--- config.mk ---
export PLATFORM = sky130hd
export DESIGN_NAME = accumulator_unit_flat
export DESIGN_NICKNAME = d
export VERILOG_FILES = /design/src/rtl/accumulator_unit_if.sv /design/src/rtl/accumulator_unit.sv /design/src/flat_wrapper.sv
export SDC_FILE = /design/constraint.sdc
export NUM_CORES = 1
export LEC_CHECK = 0
export CORE_ASPECT_RATIO = 2
export CORE_MARGIN = 4
export CORE_UTILIZATION = 56
export DETAILED_ROUTE_END_ITERATION = 10
export HOLD_SLACK_MARGIN = 0.08
export MAX_ROUTING_LAYER = met4
export PLACE_DENSITY_LB_ADDON = 0.2
export SYNTH_ARGS = -nofsm -noshare
export SYNTH_HDL_FRONTEND = slang
export SYNTH_SLANG_ARGS = --single-unit
--- constraint.sdc ---
create_clock -name clk -period 5.8 [get_ports clk]
set_input_delay 0.87 -clock clk [delete_from_list [all_inputs] [get_ports clk]]
set_output_delay 0.87 -clock clk [all_outputs]
set_load 0.03 [all_outputs]
--- src/rtl/accumulator_unit_if.sv ---
// Instruction/register-file bundle between a sequencer and accumulator_unit.
// The master side drives instructions and returns register-file read data.
interface accumulator_unit_if;
  logic       start;
  logic [2:0] opcode;
  logic [3:0] reg_index;
  logic [7:0] immediate;
  logic [7:0] rf_read_data;
  logic [3:0] rf_read_address;
  logic       rf_write_enable;
  logic [3:0] rf_write_address;
  logic [7:0] rf_write_data;
  logic [7:0] acc;
  logic       carry;
  logic       zero;
  logic       busy;
  logic       done;

  modport master (
    output start, opcode, reg_index, immediate, rf_read_data,
    input  rf_read_address, rf_write_enable, rf_write_address, rf_write_data,
    input  acc, carry, zero, busy, done
  );

  modport slave (
    input  start, opcode, reg_index, immediate, rf_read_data,
    output rf_read_address, rf_write_enable, rf_write_address, rf_write_data,
    output acc, carry, zero, busy, done
  );
endinterface

--- src/rtl/accumulator_unit.sv ---
// Multi-cycle 8-bit accumulator unit executing one instruction at a time
// against an external register file (IDLE/READ/EXEC/WRITE/DONE sequencer).
module accumulator_unit (
  input  logic              clk,
  input  logic              rst_n,
  accumulator_unit_if.slave bus
);

  typedef enum logic [2:0] {
    S_IDLE, S_READ, S_EXEC, S_WRITE, S_DONE
  } state_t;

  typedef enum logic [2:0] {
    OP_NOP = 3'b000, OP_LDI = 3'b001, OP_LDR = 3'b010, OP_STR = 3'b011,
    OP_ADD = 3'b100, OP_SUB = 3'b101, OP_AND = 3'b110, OP_XOR = 3'b111
  } op_t;

  state_t     state_q;
  op_t        opcode_q;
  logic [3:0] idx_q;
  logic [7:0] imm_q;
  logic [7:0] operand_q;
  logic [7:0] acc_q;
  logic       carry_q;
  logic       zero_q;
  logic       busy_q;
  logic       done_q;

  logic [8:0] sum;
  logic [7:0] acc_d;
  logic       carry_d;
  logic       zero_d;
  op_t        op_in;

  assign op_in = op_t'(bus.opcode);

  always_comb begin
    sum     = {1'b0, acc_q} + {1'b0, operand_q};
    acc_d   = acc_q;
    carry_d = carry_q;
    zero_d  = zero_q;
    case (opcode_q)
      OP_LDI: acc_d = imm_q;
      OP_LDR: acc_d = operand_q;
      OP_ADD: {carry_d, acc_d} = sum;
      OP_SUB: begin
        acc_d   = acc_q - operand_q;
        carry_d = (acc_q < operand_q);
      end
      OP_AND: acc_d = acc_q & operand_q;
      OP_XOR: acc_d = acc_q ^ operand_q;
      default: ;
    endcase
    if (opcode_q != OP_NOP && opcode_q != OP_STR)
      zero_d = (acc_d == '0);
  end

  always_ff @(posedge clk) begin
    if (!rst_n) begin
      state_q   <= S_IDLE;
      opcode_q  <= OP_NOP;
      idx_q     <= '0;
      imm_q     <= '0;
      operand_q <= '0;
      acc_q     <= '0;
      carry_q   <= 1'b0;
      zero_q    <= 1'b0;
      busy_q    <= 1'b0;
      done_q    <= 1'b0;
    end else begin
      case (state_q)
        S_IDLE: begin
          if (bus.start) begin
            opcode_q <= op_in;
            idx_q    <= bus.reg_index;
            imm_q    <= bus.immediate;
            busy_q   <= 1'b1;
            case (op_in)
              OP_NOP, OP_LDI: state_q <= S_EXEC;
              OP_STR:         state_q <= S_WRITE;
              default:        state_q <= S_READ;
            endcase
          end
        end
        S_READ: begin
          operand_q <= bus.rf_read_data;
          state_q   <= S_EXEC;
        end
        S_EXEC: begin
          acc_q   <= acc_d;
          carry_q <= carry_d;
          zero_q  <= zero_d;
          done_q  <= 1'b1;
          state_q <= S_DONE;
        end
        S_WRITE: begin
          done_q  <= 1'b1;
          state_q <= S_DONE;
        end
        S_DONE: begin
          done_q  <= 1'b0;
          busy_q  <= 1'b0;
          state_q <= S_IDLE;
        end
        default: begin
          done_q  <= 1'b0;
          busy_q  <= 1'b0;
          state_q <= S_IDLE;
        end
      endcase
    end
  end

  // Write strobe is gated by rst_n so a reset edge can never commit a write.
  assign bus.rf_write_enable  = (state_q == S_WRITE) && rst_n;
  assign bus.rf_read_address  = idx_q;
  assign bus.rf_write_address = idx_q;
  assign bus.rf_write_data    = acc_q;
  assign bus.acc              = acc_q;
  assign bus.carry            = carry_q;
  assign bus.zero             = zero_q;
  assign bus.busy             = busy_q;
  assign bus.done             = done_q;

endmodule

--- src/flat_wrapper.sv ---
// flat-port wrapper written by rule: the top's interface ports become plain ports
module accumulator_unit_flat 
  (clk, rst_n, bus_start, bus_opcode, bus_reg_index, bus_immediate, bus_rf_read_data, bus_rf_read_address, bus_rf_write_enable, bus_rf_write_address, bus_rf_write_data, bus_acc, bus_carry, bus_zero, bus_busy, bus_done);
  accumulator_unit_if bus_i ();
  input  logic clk;
  input  logic rst_n;
  input wire logic [$bits(bus_i.start)-1:0] bus_start;
  input wire logic [$bits(bus_i.opcode)-1:0] bus_opcode;
  input wire logic [$bits(bus_i.reg_index)-1:0] bus_reg_index;
  input wire logic [$bits(bus_i.immediate)-1:0] bus_immediate;
  input wire logic [$bits(bus_i.rf_read_data)-1:0] bus_rf_read_data;
  output wire logic [$bits(bus_i.rf_read_address)-1:0] bus_rf_read_address;
  output wire logic [$bits(bus_i.rf_write_enable)-1:0] bus_rf_write_enable;
  output wire logic [$bits(bus_i.rf_write_address)-1:0] bus_rf_write_address;
  output wire logic [$bits(bus_i.rf_write_data)-1:0] bus_rf_write_data;
  output wire logic [$bits(bus_i.acc)-1:0] bus_acc;
  output wire logic [$bits(bus_i.carry)-1:0] bus_carry;
  output wire logic [$bits(bus_i.zero)-1:0] bus_zero;
  output wire logic [$bits(bus_i.busy)-1:0] bus_busy;
  output wire logic [$bits(bus_i.done)-1:0] bus_done;
  assign bus_i.start = bus_start;
  assign bus_i.opcode = bus_opcode;
  assign bus_i.reg_index = bus_reg_index;
  assign bus_i.immediate = bus_immediate;
  assign bus_i.rf_read_data = bus_rf_read_data;
  assign bus_rf_read_address = bus_i.rf_read_address;
  assign bus_rf_write_enable = bus_i.rf_write_enable;
  assign bus_rf_write_address = bus_i.rf_write_address;
  assign bus_rf_write_data = bus_i.rf_write_data;
  assign bus_acc = bus_i.acc;
  assign bus_carry = bus_i.carry;
  assign bus_zero = bus_i.zero;
  assign bus_busy = bus_i.busy;
  assign bus_done = bus_i.done;
  accumulator_unit u_core (.clk(clk), .rst_n(rst_n), .bus(bus_i));
endmodule
# Word level (Yosys, flattened, before mapping)
# Index checks and enable logic that the tools add are counted.
# W data, S select, Z words.
# totals
register_bits,38
output_inout_bits,29
wordCells,52
inputBits,26
# classes
n_addsub,2
n_reduce_logical,15
bitwise,3
muxes,8
order_cmp,1
n_eq_ne,13
# op_table
cell,count
$pmux W8 S6,1
$eq A3 B2 Y1 const B,4
$eq A3 B3 Y1 const B,4
$add A8 B8 Y9,1
$eq A3 B1 Y1 const B,3
$pmux W3 S3,1
$and A8 B8 Y8,1
$logic_not A8 Y1,1
$lt A8 B8 Y1,1
$reduce_and A2 Y1,4
$sub A8 B8 Y8,1
$xor A8 B8 Y8,1
$logic_not A3 Y1,2
$pmux W1 S2,3
$reduce_or A2 Y1,3
$pmux W2 S2,1
$mux W3,1
$ne A3 B2 Y1 const B,1
$reduce_bool A3 Y1,1
$reduce_or A3 Y1,1
$logic_and A1 B1 Y1,2
$ne A2 B2 Y1 const B,1
$reduce_bool A2 Y1,1
$mux W1,1
$not A1 Y1,1

# Depth between registers and ports, before layout
# logic_depth
ltp_word,5
ltp_mapped,11
depth_no_buf,11

# Worst setup path before layout
# Ideal clock, no wire load.
# synth_timing
path_type,flip-flop to flip-flop
from,"register u_core.acc_q[0], in the netlist u_core.bus.acc[0]"
to,"register u_core.acc_q[6], in the netlist u_core.bus.acc[6]"
period_less_slack_ns,2.532
path_stages_with_launch,9
required_ns,5.665
arrival_time_ns,2.397
setup_time_ns,0.135
setup_slack_ns,3.268
cell_sequence,dfxtp_1 -> ha_1 -> fa_1 -> nor2b_1 -> o311ai_1 -> nor3_1 -> or4_1 -> a222oi_1 -> a211oi_1
# synth_via
elab_chain_cells,2
# synth_lines
item,line,rtl
"start, declared",accumulator_unit.sv:23,logic [7:0] acc_q;
"start signal, assigned",accumulator_unit.sv:65,acc_q <= '0;
"start signal, assigned",accumulator_unit.sv:90,acc_q <= acc_d;
$sub A8 B8 Y8 or $add A8 B8 Y9 (tied branches),"accumulator_unit.sv:47, accumulator_unit.sv:38",
$pmux W8 S6 (*),accumulator_unit.sv:42,case (opcode_q)
# Every way passes the cells marked *; elsewhere a longest branch is shown, timed or not.
# A chain may end at the register's enable or synchronous reset.

# Worst setup path in the final report
# layout_timing
from,input port rst_n
to,output port bus_rf_write_enable
# layout_via
elab_chain_cells,1
# layout_lines
item,line,rtl
"start, declared",flat_wrapper.sv:6,input logic rst_n;
$logic_and A1 B1 Y1,accumulator_unit.sv:115,assign bus.rf_write_enable = (state_q == S_WRITE) && rst_n;
"end, declared",flat_wrapper.sv:13,output wire logic [$bits(bus_i.rf_write_enable)-1:0] bus_rf_write_enable;
# No other way between the ends.

==> impl_metrics.csv <==
group,metric,value,unit
status,run_status,"finished clean",
timing,shortest_clock_period_the_worst_path_allows_after_layout,3.61,ns
timing,max_freq,277,MHz
grt,gr-total-overflow,0,
place,dp_hpwl,5410,µm
routing,routedWlPerCell,16.0,µm
cells_and_area,fillerInstances,434,
logic_synthesis,synth_top_area_frac,0.289,
timing,final.setup.tns,0,ns
logic_synthesis,synth_cell_type_count,65,
logic_synthesis,synth.ff_latch_count,38,
die,horizontal_die_dimension,56.5,µm
timing,maxSlewViolCount,0,
timing,fin_clk_skew,0.00611,ns
logic_synthesis,synth_edf_count,0,
grt,antenna_violations_before_repair,0,
timing,grt_setup_unrepaired,"no",
min_path,hold_path.class,"flop to flop",
grt,grt_first_pass_wirelength,11400,µm
cells_and_area,stdcell_count,431,
routing,detail_route.iter0.violations,146,
cells_and_area,area_of_combinational_cells_with_multiple_inputs,1600,µm²
power,power_density_of_the_placed_cells,209,nW/µm²
place,placed_cells,423,
clock_tree,root_buffer,"clkbuf_8",
grt,maximum_number_of_pins_on_one_net_before_global_route_repair,26,
run,drv.max_cap_violation_count,0,
place,finalWeightedCongestion,0.936,
cells_and_area,nets,420,
die,die_y,105,µm
setup_path,crit_path_start_kind,"input port",
logic_synthesis,ys_seq_area_frac,0.289,
routing,detail_route.wirelength,6910,µm
logic_synthesis,synth-async-reset-ratio,0,
routing,drt_pre_antenna_iters,5,
setup_path,timing.critical_path.required,4.93,ns
setup_path,critPathMaxFanout,12,
clock_tree,cts_tree,"done",
grt,global_route_usage_over_all_layers,0.243,
logic_synthesis,synth-warning-count,0,
clock_tree,cts.reportedPaths.clkPinSlew,0.08,ns
routing,detail_route.vias_per_cell,6.01,
die,die-area,5930,µm²
clock_tree,clk_path_buf_depth,2,
timing,max_slew.worst_pin.slew,0.756,ns
clock_tree,postCtsSetupRepairBufs,0,
clock_tree,cts_hold_repair.buffers,0,
die,io_pins,55,
logic_synthesis,synth_area_per_cell,7.70,µm²
die,core.rowCount,35,
cells_and_area,post_route_cells_drive_above_1_share,0.0532,
logic_synthesis,mappedNetlistArea,2640,µm²
grt,vias_in_the_first_global_route,2514,
logic_synthesis,synthesis.nets,387,
logic_synthesis,synth.most_common_cell,"nand2_1",
cells_and_area,layout-area-overhead-vs-synth,20.1,%
timing,timing_hold_violations_final,0,
cells_and_area,area_used_by_sequential_logic_in_the_layout,761,µm²
die,coreArea,4600,µm²
timing,final.period_utilization,0.622,
setup_path,timing.critical_path.to_type,"primary output",
timing,timing.slew.headroom,0.495,
routing,post_route_drc,0,
logic_synthesis,synth.top_cells.by_area,"dfxtp_1 (29%), ha_1 (8.1%), a21oi_1 (6.3%)",
logic_synthesis,synth_top_cell_by_area,"dfxtp_1",
logic_synthesis,syn-instance-count,342,
clock_tree,cts.sinks,38,
logic_synthesis,dominantRegCellSynth,"dfxtp_1",
clock_tree,cts-resized-gates,0,
logic_synthesis,synth_commonest_cells,"nand2_1 (44), dfxtp_1 (38), nor2_1 (37), a21oi_1 (33), o21ai_0 (19)",
timing,setup_viol_count_final,0,
cells_and_area,n_antenna_cell,0,
die,start_util,0.573,
setup_path,critPathKind,"input port to primary output",
clock_tree,latest_clock_arrival_within_the_worst_skew_pair,0.29,ns
clock_tree,tritoncts.num_buffers,5,
place,numPortBuffers,54,
power,peakVddDrop,0.000214,V
routing,ant_nets,0,
routing,route.vias.total,2591,
setup_path,worst_ep_arrival_time,2.74,ns
clock_tree,htreeDepth,2,
power,power.leakage,0.00124,µW
cell type report:
type,count,share of cell area
Sequential cell,38,0.240
Multi-Input combinational cell,253,0.507
Clock buffer,6,0.0261
Inverter,21,0.0257
Timing Repair Buffer,56,0.176
Clock inverter,2,0.00395
Tap cell,55,0.0217
where the power goes:
| group | internal [µW] | switching (µW) |
|---|---|---|
| Clock | 95.5 | 94.8 |
| Sequential | 275 | 20.6 |
| Combinational | 75.9 | 98.9 |
layout by cell type, fill, tap and decap left out, types with 3 or more instances in the layout:
cell type	n
clkdlybuf4s50_1	54
nand2_1	44
dfxtp_1	38
nor2_1	37
a21oi_1	33
o21ai_0	19
inv_1	18
ha_1	17
nand2b_1	11
nor3_1	6
o211ai_1	6
clkbuf_8	6
a31oi_1	5
nor2b_1	5
a221o_1	4
a22oi_1	4
and2_1	3
a211oi_1	3
a21o_1	3
o31ai_1	3
cells by family (layout without fill, tap and decap cells):
family	count (synthesis)	in the layout	synth area share
and+or+nand+nor	125	125	0.228
AOI/OAI and AO/OA	103	103	0.263
buffers and inverters	51	85	0.103
DFF	38	38	0.289
adders and majority gates	19	19	0.0959
xor gates and xnor gates	3	3	0.00997
muxes	3	3	0.0119
worst max-delay path, cell delays in order:
cell             delay [ns]
clkdlybuf4s50_1        0.75
nand2b_1               0.18
nor2_1                 0.14
and2_1                 0.13
clkdlybuf4s50_1        0.66
metal layers:
layer,GRT usage,up-vias,part of all wire
li1,-,1255,-
met5,-,-,0
met2,0.423,105,0.52
met1,0.258,1201,0.38
met4,0.138,0,0.048
met3,0.0284,30,0.045
final timing paths:
check / start / end / cells after the start / slack (ns)
setup / recovery: rst_n / bus_rf_write_enable / 5 / 2.19
hold / removal: u_core.imm_q[0] / u_core.imm_q[0] / 2 / 0.46
setup reg to reg: u_core.bus.acc[0] / u_core.bus.acc[6] / 8 / 3.05
hold reg to reg: u_core.imm_q[0] / u_core.imm_q[0] / 2 / 0.46
per-stage QoR:
step / power (µW) / setup WS [ns] / instance area [µm²] / util / hold WS (ns)
6_report: 661 / 2.19 / 3160 / 0.688 / 0.459
5_1_grt: 693 / 2.04 / 3160 / 0.688 / 0.484
4_1_cts: 663 / 2.19 / 3160 / 0.688 / 0.462
3_5_place_dp: 474 / 2.19 / 3070 / 0.667 / 0.449
3_3_place_gp: 472 / 2.19 / 3070 / 0.667 / 0.448
2_1_floorplan: 419 / 3.27 / 2640 / - / 0.436
sequential cells by signal, summed over array words and instances, names as in the netlist:
signal                      cells
u_core.bus.carry                1
u_core.opcode_q                 3
u_core.bus.zero                 1
u_core.bus.busy                 1
u_core.bus.rf_read_address      4
u_core.bus.acc                  8
u_core.operand_q                8
u_core.bus.done                 1
u_core.state_q                  3
u_core.imm_q                    8
No activity file was read; power rests on OpenSTA's default activity.
